===== config.mk =====
export PLATFORM = sky130hd
export DESIGN_NAME = div
export DESIGN_NICKNAME = d
export VERILOG_FILES = /design/src/rtl/div.sv
export SDC_FILE = /design/constraint.sdc
export NUM_CORES = 1
export LEC_CHECK = 0
export BUFFER_PORTS_ARGS = -buffer_cell sky130_fd_sc_hd__clkbuf_2
export CORE_ASPECT_RATIO = 0.5
export CORE_MARGIN = 3
export CORE_UTILIZATION = 35
export CTS_CLUSTER_SIZE = 30
export DETAILED_ROUTE_END_ITERATION = 16
export PLACE_DENSITY_LB_ADDON = 0.08
export SYNTH_ARGS = -nofsm -noshare
export SYNTH_HDL_FRONTEND = slang
export SYNTH_SLANG_ARGS = --single-unit

===== constraint.sdc =====
create_clock -name clk -period 2.77 [get_ports clk]
set_input_delay 0.1385 -clock clk [delete_from_list [all_inputs] [get_ports clk]]
set_output_delay 0.1385 -clock clk [all_outputs]
set_load 0.02 [all_outputs]

===== src/rtl/div.sv =====
// ----------------------------------------------------------------------------
// div : multi-cycle 32-bit integer divider for DIV / DIVU.
//
// Radix-2 restoring division producing one quotient bit per clock, followed
// by a single sign fix-up cycle. Division by zero short-circuits to a zero
// result after one cycle.
//
// Ports
//   clk           rising-edge clock
//   rst           asynchronous, active-low reset
//   signed_div_i  1 = signed divide (DIV), 0 = unsigned (DIVU)
//   opdata1_i     dividend
//   opdata2_i     divisor
//   start_i       request, held high by EX until ready_o is seen
//   annul_i       cancel an in-flight divide
//   result_o      {remainder, quotient}
//   ready_o       result valid
// ----------------------------------------------------------------------------
module div #(
    parameter int DATA_W = 32
) (
    input  logic                  clk,
    input  logic                  rst,
    input  logic                  signed_div_i,
    input  logic [DATA_W-1:0]     opdata1_i,
    input  logic [DATA_W-1:0]     opdata2_i,
    input  logic                  start_i,
    input  logic                  annul_i,
    output logic [2*DATA_W-1:0]   result_o,
    output logic                  ready_o
);

    typedef enum logic [1:0] {
        S_FREE   = 2'd0,
        S_BYZERO = 2'd1,
        S_ON     = 2'd2,
        S_END    = 2'd3
    } state_e;

    localparam logic [DATA_W-1:0] ONE   = 1;
    localparam logic [5:0]        LAST  = 6'(DATA_W);

    state_e                  state_q;
    logic [5:0]              cnt_q;
    logic [2*DATA_W:0]       dividend_q;
    logic [DATA_W-1:0]       divisor_q;
    logic                    signed_q;
    logic                    op1_sign_q;
    logic                    op2_sign_q;
    logic [2*DATA_W-1:0]     result_q;
    logic                    ready_q;

    // Two's-complement negation, used both for operand magnitude and fix-up.
    function automatic logic [DATA_W-1:0] negate(input logic [DATA_W-1:0] v);
        return ~v + ONE;
    endfunction

    // Operand magnitudes as seen on the request cycle.
    logic [DATA_W-1:0] op1_abs_d;
    logic [DATA_W-1:0] op2_abs_d;
    assign op1_abs_d = (signed_div_i && opdata1_i[DATA_W-1]) ? negate(opdata1_i) : opdata1_i;
    assign op2_abs_d = (signed_div_i && opdata2_i[DATA_W-1]) ? negate(opdata2_i) : opdata2_i;

    // Trial subtraction of the divisor from the current partial remainder;
    // bit DATA_W is the borrow and decides whether to restore.
    logic [DATA_W:0] diff_d;
    assign diff_d = {1'b0, dividend_q[2*DATA_W-1:DATA_W]} - {1'b0, divisor_q};

    // Sign fix-up: quotient negative when operand signs differ, remainder
    // follows the dividend's sign (truncation toward zero).
    logic [DATA_W-1:0] quot_d;
    logic [DATA_W-1:0] rem_d;
    assign quot_d = (signed_q && (op1_sign_q != op2_sign_q))
                    ? negate(dividend_q[DATA_W-1:0]) : dividend_q[DATA_W-1:0];
    assign rem_d  = (signed_q && op1_sign_q)
                    ? negate(dividend_q[2*DATA_W:DATA_W+1]) : dividend_q[2*DATA_W:DATA_W+1];

    always_ff @(posedge clk or negedge rst) begin
        if (!rst) begin
            state_q    <= S_FREE;
            cnt_q      <= '0;
            dividend_q <= '0;
            divisor_q  <= '0;
            signed_q   <= 1'b0;
            op1_sign_q <= 1'b0;
            op2_sign_q <= 1'b0;
            result_q   <= '0;
            ready_q    <= 1'b0;
        end else begin
            case (state_q)
                S_FREE: begin
                    ready_q  <= 1'b0;
                    result_q <= '0;
                    if (start_i && !annul_i) begin
                        if (opdata2_i == '0) begin
                            state_q <= S_BYZERO;
                        end else begin
                            state_q    <= S_ON;
                            signed_q   <= signed_div_i;
                            op1_sign_q <= opdata1_i[DATA_W-1];
                            op2_sign_q <= opdata2_i[DATA_W-1];
                            dividend_q <= {{DATA_W{1'b0}}, op1_abs_d, 1'b0};
                            divisor_q  <= op2_abs_d;
                            cnt_q      <= '0;
                        end
                    end
                end
                S_BYZERO: begin
                    if (annul_i) begin
                        state_q <= S_FREE;
                    end else begin
                        dividend_q <= '0;
                        result_q   <= '0;
                        ready_q    <= 1'b1;
                        state_q    <= S_END;
                    end
                end
                S_ON: begin
                    if (annul_i) begin
                        state_q <= S_FREE;
                        ready_q <= 1'b0;
                    end else if (cnt_q != LAST) begin
                        if (diff_d[DATA_W]) begin
                            dividend_q <= {dividend_q[2*DATA_W-1:0], 1'b0};
                        end else begin
                            dividend_q <= {diff_d[DATA_W-1:0], dividend_q[DATA_W-1:0], 1'b1};
                        end
                        cnt_q <= cnt_q + 6'd1;
                    end else begin
                        result_q <= {rem_d, quot_d};
                        ready_q  <= 1'b1;
                        state_q  <= S_END;
                    end
                end
                S_END: begin
                    if (!start_i) begin
                        state_q  <= S_FREE;
                        ready_q  <= 1'b0;
                        result_q <= '0;
                    end
                end
                default: state_q <= S_FREE;
            endcase
        end
    end

    assign result_o = result_q;
    assign ready_o  = ready_q;

endmodule


---- Yosys cells after proc, flatten, opt, wreduce, memory -nomap -nowiden ----
Index checks and enable logic that the tools add are counted.
word-level totals
  flip-flop bits (word level) ............. 173
  input bits .............................. 69
  output and inout bits ................... 65
  logic and storage cells ................. 82
operators by class
  $add $sub $neg .......................... 6
  eq/ne operators ......................... 13
  mux-type cells .......................... 33
  bitwise operators ....................... 5
  reduce and logical (&&, ||, !) cells .... 16
operators with widths
  cell                                           count
  2-to-1 mux 65 bit                              6
  2-to-1 mux 64 bit                              4
  case mux 64 bit (4 select lines)               1
  case mux 65 bit (3 select lines)               1
  adder 32 x 1 -> 32 bit, second input constant  4
  2-to-1 mux 32 bit                              4
  inverter 32 bit                                4
  subtractor 32 x 32 -> 33 bit                   1
  logical NOT 32 bit                             1
  2-to-1 mux 6 bit                               4
  != test 2 bit, second input constant           7
  2-to-1 mux 2 bit                               6
  case mux 6 bit (2 select lines)                1
  AND reduction 3 bit                            3
  case mux 2 bit (4 select lines)                1
  adder 6 x 1 -> 6 bit, second input constant    1
  != test 6 bit, second input constant           1
  AND reduction 6 bit                            1
  logical AND 1 bit                              5
  AND reduction 5 bit                            1
  equality test 2 bit, second input constant     2
  2-to-1 mux 1 bit                               4
  case mux 1 bit (4 select lines)                1
  AND reduction 4 bit                            1
  8 further kinds                                8

---- Logic depth before layout (Yosys ltp) ----
Gate-level depths: netlist of run 1.
  word-level depth ........................ 6
  mapped depth ............................ 14

---- Worst setup path after synthesis of run 1 ----
OpenSTA, ideal clock, no wires.
  kind .................................... register to register
  start point ............................. register dividend_q[32]
  end point ............................... register dividend_q[48]
  library setup time ...................... 0.128 ns
  arrival time ............................ 2.861 ns
  setup slack ............................. -0.219 ns
  stages on the path, launching flop included .. 14
  period minus slack after synthesis ...... 2.989 ns
  cell sequence ........................... dfrtp_1 -> inv_1 -> ha_1 -> fa_1 -> nand2b_1 -> a21oi_1 -> o21a_1 -> o311a_1 -> o21ai_1 -> o31ai_1 -> buf_2 -> clkbuf_1 -> mux2i_1 -> o22ai_1
between the ends
  word-level cells in the longest chain between the ends .. 5
ends and longest elaborated chain
  what                              line  RTL
  start, declared                   45    logic [2*DATA_W:0] dividend_q;
  start signal, assigned            102   dividend_q <= {{DATA_W{1'b0}}, op1_abs_d, 1'b0};
  start signal, assigned            124   dividend_q <= {dividend_q[2*DATA_W-1:0], 1'b0};
  start signal, assigned            126   dividend_q <= {diff_d[DATA_W-1:0], dividend_q[DATA_W-1:0], 1'b1};
  subtractor 32 x 32 -> 33 bit      67    assign diff_d = {1'b0, dividend_q[2*DATA_W-1:DATA_W]} - {1'b0, divisor_q};
  2-to-1 mux 65 bit                 123   if (diff_d[DATA_W]) begin
  2-to-1 mux 65 bit                 122   end else if (cnt_q != LAST) begin
  2-to-1 mux 65 bit                 119   if (annul_i) begin
  case mux 65 bit (3 select lines)  90    case (state_q)
No other way between the ends. The select of a mux whose other input is x is not followed.
A chain may end at the register's enable or synchronous reset.

---- Worst setup path after layout of run 1 ----
  start point ............................. register divisor_q[5]
  end point ............................... register dividend_q[34]
between the ends
  word-level cells in the longest chain between the ends .. 5
ends and longest elaborated chain
  what                              line  RTL
  start, declared                   46    logic [DATA_W-1:0] divisor_q;
  start signal, assigned            103   divisor_q <= op2_abs_d;
  subtractor 32 x 32 -> 33 bit      67
  2-to-1 mux 65 bit                 123
  2-to-1 mux 65 bit                 122
  2-to-1 mux 65 bit                 119
  case mux 65 bit (3 select lines)  90
No other way between the ends. The select of a mux whose other input is x is not followed.

==> flow_results.org, run 1 <==
** Timing
- Highest clock frequency the design can meet :: around 340 MHz
- Worst hold margin :: between 0.02 and 0.025 ns
- The worst path in the final design needs a cycle of 2.902 ns, including I/O delays and setup.
- Final clock period utilization by the worst path :: 104.8%
- Slew at the pin closest to its max-slew limit :: a little over 0.8 ns
- Final Max Tran Viols :: 0
- Setup Viol. Count Final :: 17
- Endpoints failing hold :: 0
- Across all setup checks in the final design, the least slack found is -0.1320 ns.
- Post-Route Skew :: 0.01336 ns
- Unrepaired setup endpoints after global routing :: yes
- In this run the tightest slew margin relative to its limit is between 40% and 50%.

** Floorplan
- Starting density of the core :: between 30 and 40%
- The die covers around 0.035 mm^2.
- Die width :: approximately 260 um
- The region available for standard cell placement spans ~0.032 mm^2.
- Cell Rows :: 46
- Die height :: 134.3 um
- approximately 130 I/O pins were placed.

** GRT
- Entering global routing, the biggest net connects between 70 and 80 pins.
- The via count of the first global-routing pass is 10537.
- For this run, the total global-route usage over all layers was measured as roughly a fifth.
- The first global-routing pass estimated 56660 um of wire.
- The number of antenna violations at the first check in global routing was 0.
- Global routing finished with a remaining overflow of 0.

** Final layout
- Post-layout nets :: 1762
- Fill cells :: around 3100
- The number of antenna diodes in the final layout is 0.
- Across the whole layout, storage elements account for ~0.0043 mm^2.
- In the final layout, the multi-input gates occupy roughly 0.007 mm^2.
- The post-route netlist has between 20% and 30% of its cells at a drive strength greater than 1.
- Layout Area Growth over Synthesis :: 31.15%
- Number of non-filler instances in the completed layout :: approximately 2100

** Synth
- Yosys printed 0 warnings.
- The most used flip-flop cell after synthesis is sky130_fd_sc_hd__dfrtp_1.
- The most common cell in the synthesized netlist is sky130_fd_sc_hd__dfrtp_1.
- Area share of the leading cell type in the synthesized netlist :: 37.55%
- Largest cells by area after synthesis :: sky130_fd_sc_hd__dfrtp_1 38%, sky130_fd_sc_hd__o21ai_0 6.3%, sky130_fd_sc_hd__xnor2_1 6.0%
- Synthesis produced a netlist whose cell count is between 1000 and 1500.
- Each instance of the synthesized netlist takes up on average 8.337 um^2.
- Share of synthesized area occupied by flip-flops and latches :: a little under two fifths
- The netlist uses 72 different library cells.
- Post-synth EDFFs :: 0
- Of all flip-flops after synthesis, the portion carrying an async set or reset was 100.0%.
- sky130_fd_sc_hd__dfrtp_1 takes more of the synthesized area than any other cell.
- The number of nets in the synthesized netlist is between 1000 and 1500.
- Total of flip-flops plus latches after synthesis :: between 150 and 200
- Post-synthesis instance area :: roughly 0.012 mm^2
- The commonest cells after synthesis are 173 x sky130_fd_sc_hd__dfrtp_1, 168 x sky130_fd_sc_hd__nand2_1, 146 x sky130_fd_sc_hd__o21ai_0, 137 x sky130_fd_sc_hd__nor2_1, 115 x sky130_fd_sc_hd__a21oi_1.

** Run
- Max cap viols :: 0

** Clock network
- After clock tree synthesis, the clock-pin slew on the worst setup and hold paths is approximately 0.070 ns.
- The H-tree generated during clock tree synthesis spans 4 levels.
- Clock tree from TritonCTS :: built
- Worst-case clock buffer depth :: 2
- Skew-Pair Late Insertion Delay :: 0.45 ns
- Total clock buffers created by CTS :: 17
- The root buffer cell chosen for the clock tree is sky130_fd_sc_hd__clkbuf_16.
- Count of clock tree sinks :: approximately 170

** Placed design
- Input/output buffers :: about 130
- Number of cells after detailed placement :: between 2000 and 2500
- DP Worst Slack :: -0.2237 ns
- Final Wtd Congestion :: between 0.8 and 0.9
- Once detailed placement completed, the half-perimeter wirelength came to 26610 um.

** Hold path
- The worst hold path terminates at divisor_q[29].
- Along the worst hold path, the cell count comes to 4.
- The tightest min-delay check is of the primary input to flop type.
- Worst min-delay path startpoint :: opdata2_i[29]

** Outcome
- The run finished, with violations left.
- Violated checks :: negative setup slack

** Worst setup path
- Endpoint class of the critical path :: flop
- Nature of the critical path startpoint :: flop
- Max FO, Critical Path :: 5
- The worst register-to-register path has a depth of 13.
- In this run the critical register-to-register path is captured at dividend_q[34].
- Required time of the critical path :: around 3.2 ns
- Data arrives at the worst endpoint at about 3.3 ns.
- Setup slack on the worst reg-to-reg path comes out at -0.13 ns.
- The critical path is of the flop to flop type.
- The startpoint identified for the worst register-to-register timing path is divisor_q[5].

** Routing
- For this block, the routed nets add up to 35080 um of wire.
- After detailed routing, the number of remaining DRC violations is 0.
- In the routed layout, each cell is associated on average with a via count of slightly above 5.
- Drt first pass iters :: 5
- Final ANT Viol Nets :: 0
- DR vias :: between 10000 and 15000
- 1st-iter DRT viols :: roughly 630
- Routed length per placed instance :: 16.76 um

** Power and ir drop
- Power consumption :: ~13 mW
- Cell internal power was estimated by the tool at approximately 7.6 mW.
- Part of the total power dissipated in the clock network :: between 20% and 30%
- Net switching is 42.36% of the power.
- Largest vdd supply drop :: 0.0003725 V
- Reported net switching power :: 5.577 mW
- In this run, flip-flops and latches consume a little over a quarter of the power.
- In this run the static leakage power is around 7.0 nW.
- Power share of the combinational group :: 52.5%
- Pwr/cell area :: between 800 and 900 mW/mm^2
==> through the flow <==
step | cell area, um^2 | util (%) | TNS [ns]
after floorplan | 11550 | - | 0
after global placement | 13800 | 43.05 | -2.940
after detailed placement | 13800 | 43.05 | -4.945
after CTS | 14750 | 46.00 | -0.5931
after global routing | 15120 | 47.17 | -3.755
final | 15120 | 47.17 | -0.8441
==> placed cells by master (no fill, tap or decap), drive strengths merged, types with 7 or more instances in the layout <==
master and n:
a21o 21, a21oi 116, a221oi 8, a22oi 23
a31oi 12, and2 8, and3 7, buf 190
clkbuf 150, dfrtp 173, ha 44, inv 67
mux2i 19, nand2 170, nand2b 8, nand3 20
nand4 9, nor2 137, nor2b 7, nor3 31
nor4 20, o21ai 160, o31ai 17, o41ai 12
or3 10, or4 9, xnor2 79, xor2 64
==> layout make-up <==
cell class | count | area share [%]
Tap cell | 432 | 3.575
Clock inverter | 14 | 1.349
Clock buffer | 18 | 2.904
Sequential cell | 173 | 28.63
Timing Repair Buffer | 323 | 15.20
Multi-Input combinational cell | 1071 | 46.80
Inverter | 62 | 1.539
==> layer usage <==
metal	routed length (um)	track usage, %
met2	15650	31.05
met1	17800	28.94
met4	454	5.132
met5	0	0
met3	1178	3.061
==> worst max-delay path by stage <==
| stage | depth (start not counted) | slack [ns] | end | from |
|---|---|---|---|---|
| after floorplan | 13 | 0.006 | dividend_q[48] | dividend_q[32] |
| after global placement | 14 | -0.16 | dividend_q[34] | dividend_q[32] |
| after detailed placement | 13 | -0.22 | dividend_q[63] | dividend_q[33] |
| after CTS | 12 | -0.12 | dividend_q[33] | dividend_q[37] |
| after global routing | 13 | -0.24 | dividend_q[33] | divisor_q[5] |
| final | 13 | -0.13 | dividend_q[34] | divisor_q[5] |
==> kinds of logic (layout without fill, tap and decap cells) <==
| family | Yosys count | in the layout | share of synthesized area [%] |
|---|---|---|---|
| simple gates | 446 | 446 | 17.86 |
| compound gates | 413 | 413 | 21.49 |
| flops | 173 | 173 | 37.55 |
| xor+xnor | 143 | 143 | 10.86 |
| buf+inv | 139 | 417 | 5.155 |
| fa+ha+maj | 45 | 45 | 4.948 |
| mux | 24 | 24 | 2.138 |
==> critical path: stages (launching register included) <==
cell and delay (ns):
sky130_fd_sc_hd__dfrtp_1 0.38, sky130_fd_sc_hd__inv_2 0.08, sky130_fd_sc_hd__ha_4 0.21, sky130_fd_sc_hd__a21o_1 0.17
sky130_fd_sc_hd__or3_4 0.34, sky130_fd_sc_hd__o21a_4 0.23, sky130_fd_sc_hd__o311a_1 0.37, sky130_fd_sc_hd__o21ai_2 0.21
sky130_fd_sc_hd__o31ai_4 0.09, sky130_fd_sc_hd__buf_6 0.15, sky130_fd_sc_hd__buf_12 0.13, sky130_fd_sc_hd__buf_16 0.12
sky130_fd_sc_hd__a211o_1 0.28, sky130_fd_sc_hd__o21ai_1 0.07
==> registers in the layout, summed over array words and instances (netlist names) <==
signal      cells
result_o       64
state_q         2
divisor_q      32
op1_sign_q      1
ready_o         1
cnt_q           6
op2_sign_q      1
dividend_q     65
signed_q        1
==> repair_timing <==
| item | in CTS | in global routing |
|---|---|---|
| endpoints found under the hold margin | 71 | 0 |
| resized for setup | 55 | 67 |
| gates cloned | 2 | 0 |
| pin swaps | 13 | 38 |
| hold buffers | 1 | 0 |
| setup endpoints to repair | 36 | 45 |
| buffers inserted | 7 | 13 |
==> power groups by stage <==
| stage | clock network (mW) | logic (mW) | registers [mW] |
|---|---|---|---|
| after global placement | 0 | 6.50 | 3.60 |
| after global routing | 2.83 | 7.73 | 3.67 |
| after detailed placement | 0 | 6.59 | 3.62 |
| after floorplan | 0 | 4.19 | 3.54 |
| after CTS | 2.75 | 6.74 | 3.58 |
| final | 2.67 | 6.91 | 3.58 |
Note: power is estimated with default switching activity, not from simulation.
==> inputs of run 2 (changes only) <==
--- a/config.mk
+++ b/config.mk
@@ -9,6 +9,7 @@
 export CORE_ASPECT_RATIO = 0.5
 export CORE_MARGIN = 3
 export CORE_UTILIZATION = 35
+export CTS_BUF_LIST = sky130_fd_sc_hd__clkbuf_4 sky130_fd_sc_hd__clkbuf_8
 export CTS_CLUSTER_SIZE = 30
 export DETAILED_ROUTE_END_ITERATION = 16
 export PLACE_DENSITY_LB_ADDON = 0.08
==> constraint.sdc (replaced) <==
create_clock -name clk -period 3.3 [get_ports clk]
set_input_delay 0.165 -clock clk [delete_from_list [all_inputs] [get_ports clk]]
set_output_delay 0.165 -clock clk [all_outputs]
set_load 0.02 [all_outputs]
==> run 2 against run 1 <==
Effect of this change:
- critical path type unchanged
- highest routed layer unchanged
- cell count fell by 5.8%
- the run now ends clean
- register-to-register slack gained 0.32 ns
- routed wire length fell by 4.5%
==> flow_results.org, run 2 (same netlist as run 1, synthesis figures left out) <==
** Floorplan
- Pin placement for this block handled between 100 and 150 I/O pins.
- The die is roughly 260 um wide.
- The floorplan step set the die height to 134.3 um.
- The die covers 0.03529 mm^2.
- Cell Rows :: 46
- Starting density of the core :: a little over a third
- Area inside the core boundary :: between 0.03 and 0.04 mm^2

** Timing
- Static timing analysis puts the maximum clock frequency at approximately 320 MHz.
- Adding up every negative setup slack in the final design gives 0 ns.
- Setup Viol. Count Final :: 0
- Tightest slew margin relative to the limit :: 41.18%
- Subtracting the final worst setup slack from the clock period gives just over 3 ns.
- After layout, the worst path uses between 90% and 100% of the clock period.
- Setup repair after global routing left no endpoint under its margin.
- Endpoints failing hold :: 0
- The count of final max-slew check failures came to 0.
- The clock arrives with between 0.01 and 0.015 ns of skew.
- At the pin with the least slew margin, the transition time is a little under 0.9 ns.

** Routing
- Summed over all layers, the routed wires come to ~33000 um.
- Sum of routed wire segments on met1 :: 16830 um
- After detailed routing, the average wire length per cell comes to between 15 and 20 um.
- The highest layer touched by signal routing is met4.
- Drt first pass iters :: 5
- The detailed router placed 10274 vias in this run.
- Vias per std cell :: 5.210
- Final ANT Viol Nets :: 0
- For this run, design rule violations remaining after detail routing come to 0.
- 1st-iter DRT viols :: approximately 650
- Met3 wire len :: between 1500 and 2000 um
- The routed design uses 14380 um of met2 wire.

** Power and ir drop
- Static leakage :: between 6 and 7 nW
- Part of the total power dissipated in the clock network :: 17.9%
- IR analysis of the VDD net gives a maximum drop of approximately 0.00044 V.
- Pwr/cell area :: roughly 700 mW/mm^2
- Power Internal :: 5.161 mW
- Net switching is 45.41% of the power.
- Of the total power, combinational logic draws between 40 and 50%.
- Sequential cells burn between 30 and 40% of the power.
- The analysis attributes to net switching a power of between 4 and 5 mW.

** Worst setup path
- In this run the worst setup path begins at dividend_q[36].
- Nature of the critical path startpoint :: flop
- For the worst setup path, the data arrival time is ~3.5 ns.
- For the worst setup path, the data required time is about 3.7 ns.
- Sequence of cells on the critical path :: ha_1 -> a21o_1 -> or3_1 -> o21a_2 -> o311a_1 -> o21ai_1 -> o31ai_4 -> buf_4 -> clkbuf_16 -> a211o_1 -> o21ai_1
- Most Frequent Cell on Critical Path :: sky130_fd_sc_hd__o21ai_1
- Critical path type :: flop to flop
- On the worst path, the slowest cell contributes a delay of 0.51 ns.
- Endpoint class of the critical path :: flop
- Max FO, Critical Path :: 15
- Critical Path Slowest Stage Cell :: sky130_fd_sc_hd__dfrtp_1
- In this run the critical register-to-register path is launched from dividend_q[36].

** GRT
- Vias in the first global route :: between 9000 and 10000
- Overall Global Routing Usage :: about a fifth
- After global routing the overflow that remains totals 0.
- Wire length of the first global-routing pass :: about 53000 um
- Pin count of the biggest net entering global routing :: around 70
- The number of antenna violations at the first check in global routing was 0.

** Final layout
- In the layout the commonest cells are 173 x sky130_fd_sc_hd__dfrtp_1, 168 x sky130_fd_sc_hd__nand2_1, 146 x sky130_fd_sc_hd__o21ai_0.
- Summing all non-filler instances in the final layout gives an area of 0.01352 mm^2.
- Antenna cells :: 0
- Share of cells above drive strength 1 :: between 15 and 20%
- Fill cells :: 3252
- Leading cell type in the layout, fill and taps excluded :: sky130_fd_sc_hd__dfrtp_1
- The register with the most flip-flops in the layout has 65 of them.
- dividend_q holds more flip-flops than any other register.
- From synthesis to final layout, the design area changed by 17.27%.
- Post-layout nets :: about 1600

** Clock network
- Skew-Pair Late Insertion Delay :: between 0.4 and 0.5 ns
- Total clock buffers created by CTS :: 17
- Number of H-tree levels :: 4
- Clock tree root buffer cell :: sky130_fd_sc_hd__clkbuf_8
- Clock transition at the registers of the reported paths :: around 0.09 ns
- TritonCTS built the clock tree.
- The clock passes through at most 2 buffers.
- Count of clock tree sinks :: 173

** Hold path
- The worst hold path begins at opdata2_i[29].
- In this run the worst hold path is classified as primary input to flop.

** Placed design
- Buffers placed on the I/O ports in this run total about 130.
- Area after detailed placement :: roughly 0.013 mm^2
- Final Wtd Congestion :: between 0.8 and 0.9
- HPWL reported at the end of detailed placement :: ~25000 um

** Run
- Max cap viols :: 0

** Outcome
- The flow ran to the end, and the final reports show no timing, DRC or antenna violations.
[run 2: changes by cell type in the layout (fill, tap and decap cells not counted), moves of 13 or more]
cell / change
sky130_fd_sc_hd__buf_4: -117
sky130_fd_sc_hd__o21ai_0: +25
sky130_fd_sc_hd__o21ai_1: -20
sky130_fd_sc_hd__clkbuf_16: -16
sky130_fd_sc_hd__clkbuf_8: +20
sky130_fd_sc_hd__dlygate4sd3_1: +13
[run 2: through the flow]
stage | utilization, % | hold WS [ns] | power (mW) | cells | setup slack [ns]
detailed placement | 39.97 | 0.2365 | 7.769 | 1918 | 0.009883
CTS | 41.79 | 0.0002929 | 9.494 | 1964 | 0.02984
finish | 42.17 | 0.03121 | 9.455 | 1972 | 0.1880
global placement | 39.97 | 0.2229 | 7.695 | 1918 | 0.09641
floorplan | - | -0.1306 | 6.476 | 1383 | 0.3106
global route | 42.17 | 0.01504 | 10.27 | 1972 | 0.01746
[run 2: final cells by class]
cell class              instances  area [um^2]  area share, %
clock buffers                  21        289.0          2.138
clock inverters                11        155.1          1.148
inverters                      62        232.7          1.721
multi-input cells            1071         6669          49.32
flip-flops and latches        173         4329          32.02
well taps                     432        540.5          3.998
repair buffers                202         1305          9.652
[run 2: critical path, delay by kind of cell, from the launching register on]
kind	cells	cell delay, ns
AO/OA/AOI/OAI	7	1.54
adder cells (fa/ha/maj)	1	0.31
buffers and inverters	2	0.36
flip-flops	1	0.51
AND/OR/NAND/NOR	1	0.33
[run 2: routing by layer]
metal / up-vias / track usage [%]
li1: 5141 / -
met1: 4857 / 27.43
met2: 241 / 28.56
met3: 35 / 4.124
met4: 0 / 4.395
met5: - / 0
[run 2: power by group through the flow]
stage / Sequential (mW) / Combinational (mW) / Clock, mW
2_1_floorplan: 2.97 / 3.51 / 0
3_3_place_gp: 3.08 / 4.61 / 0
3_5_place_dp: 3.10 / 4.66 / 0
4_1_cts: 3.06 / 4.69 / 1.74
5_1_grt: 3.14 / 5.29 / 1.83
6_report: 3.06 / 4.70 / 1.69
[run 2: what timing repair did]
| item | 4_1_cts | 5_1_grt |
|---|---|---|
| gates resized for setup | 1 | 5 |
| endpoints found under the hold margin | 77 | 0 |
| setup endpoints to repair | 3 | 16 |
| pin swaps | 0 | 1 |
| cloned | 0 | 1 |
| setup buffers | 0 | 7 |
| hold buffers | 14 | 0 |
[run 2: path summary, 6_finish.rpt]
kind / endpoint / slack, ns / cells after the start
max in group asynchronous: cnt_q[4] / 2.16 / 3
hold reg to reg: result_o[8] / 0.48 / 2
hold / removal: divisor_q[29] / 0.03 / 4
min in group asynchronous: result_o[17] / 0.26 / 2
setup reg to reg: dividend_q[33] / 0.19 / 11
setup / recovery: dividend_q[33] / 0.19 / 11
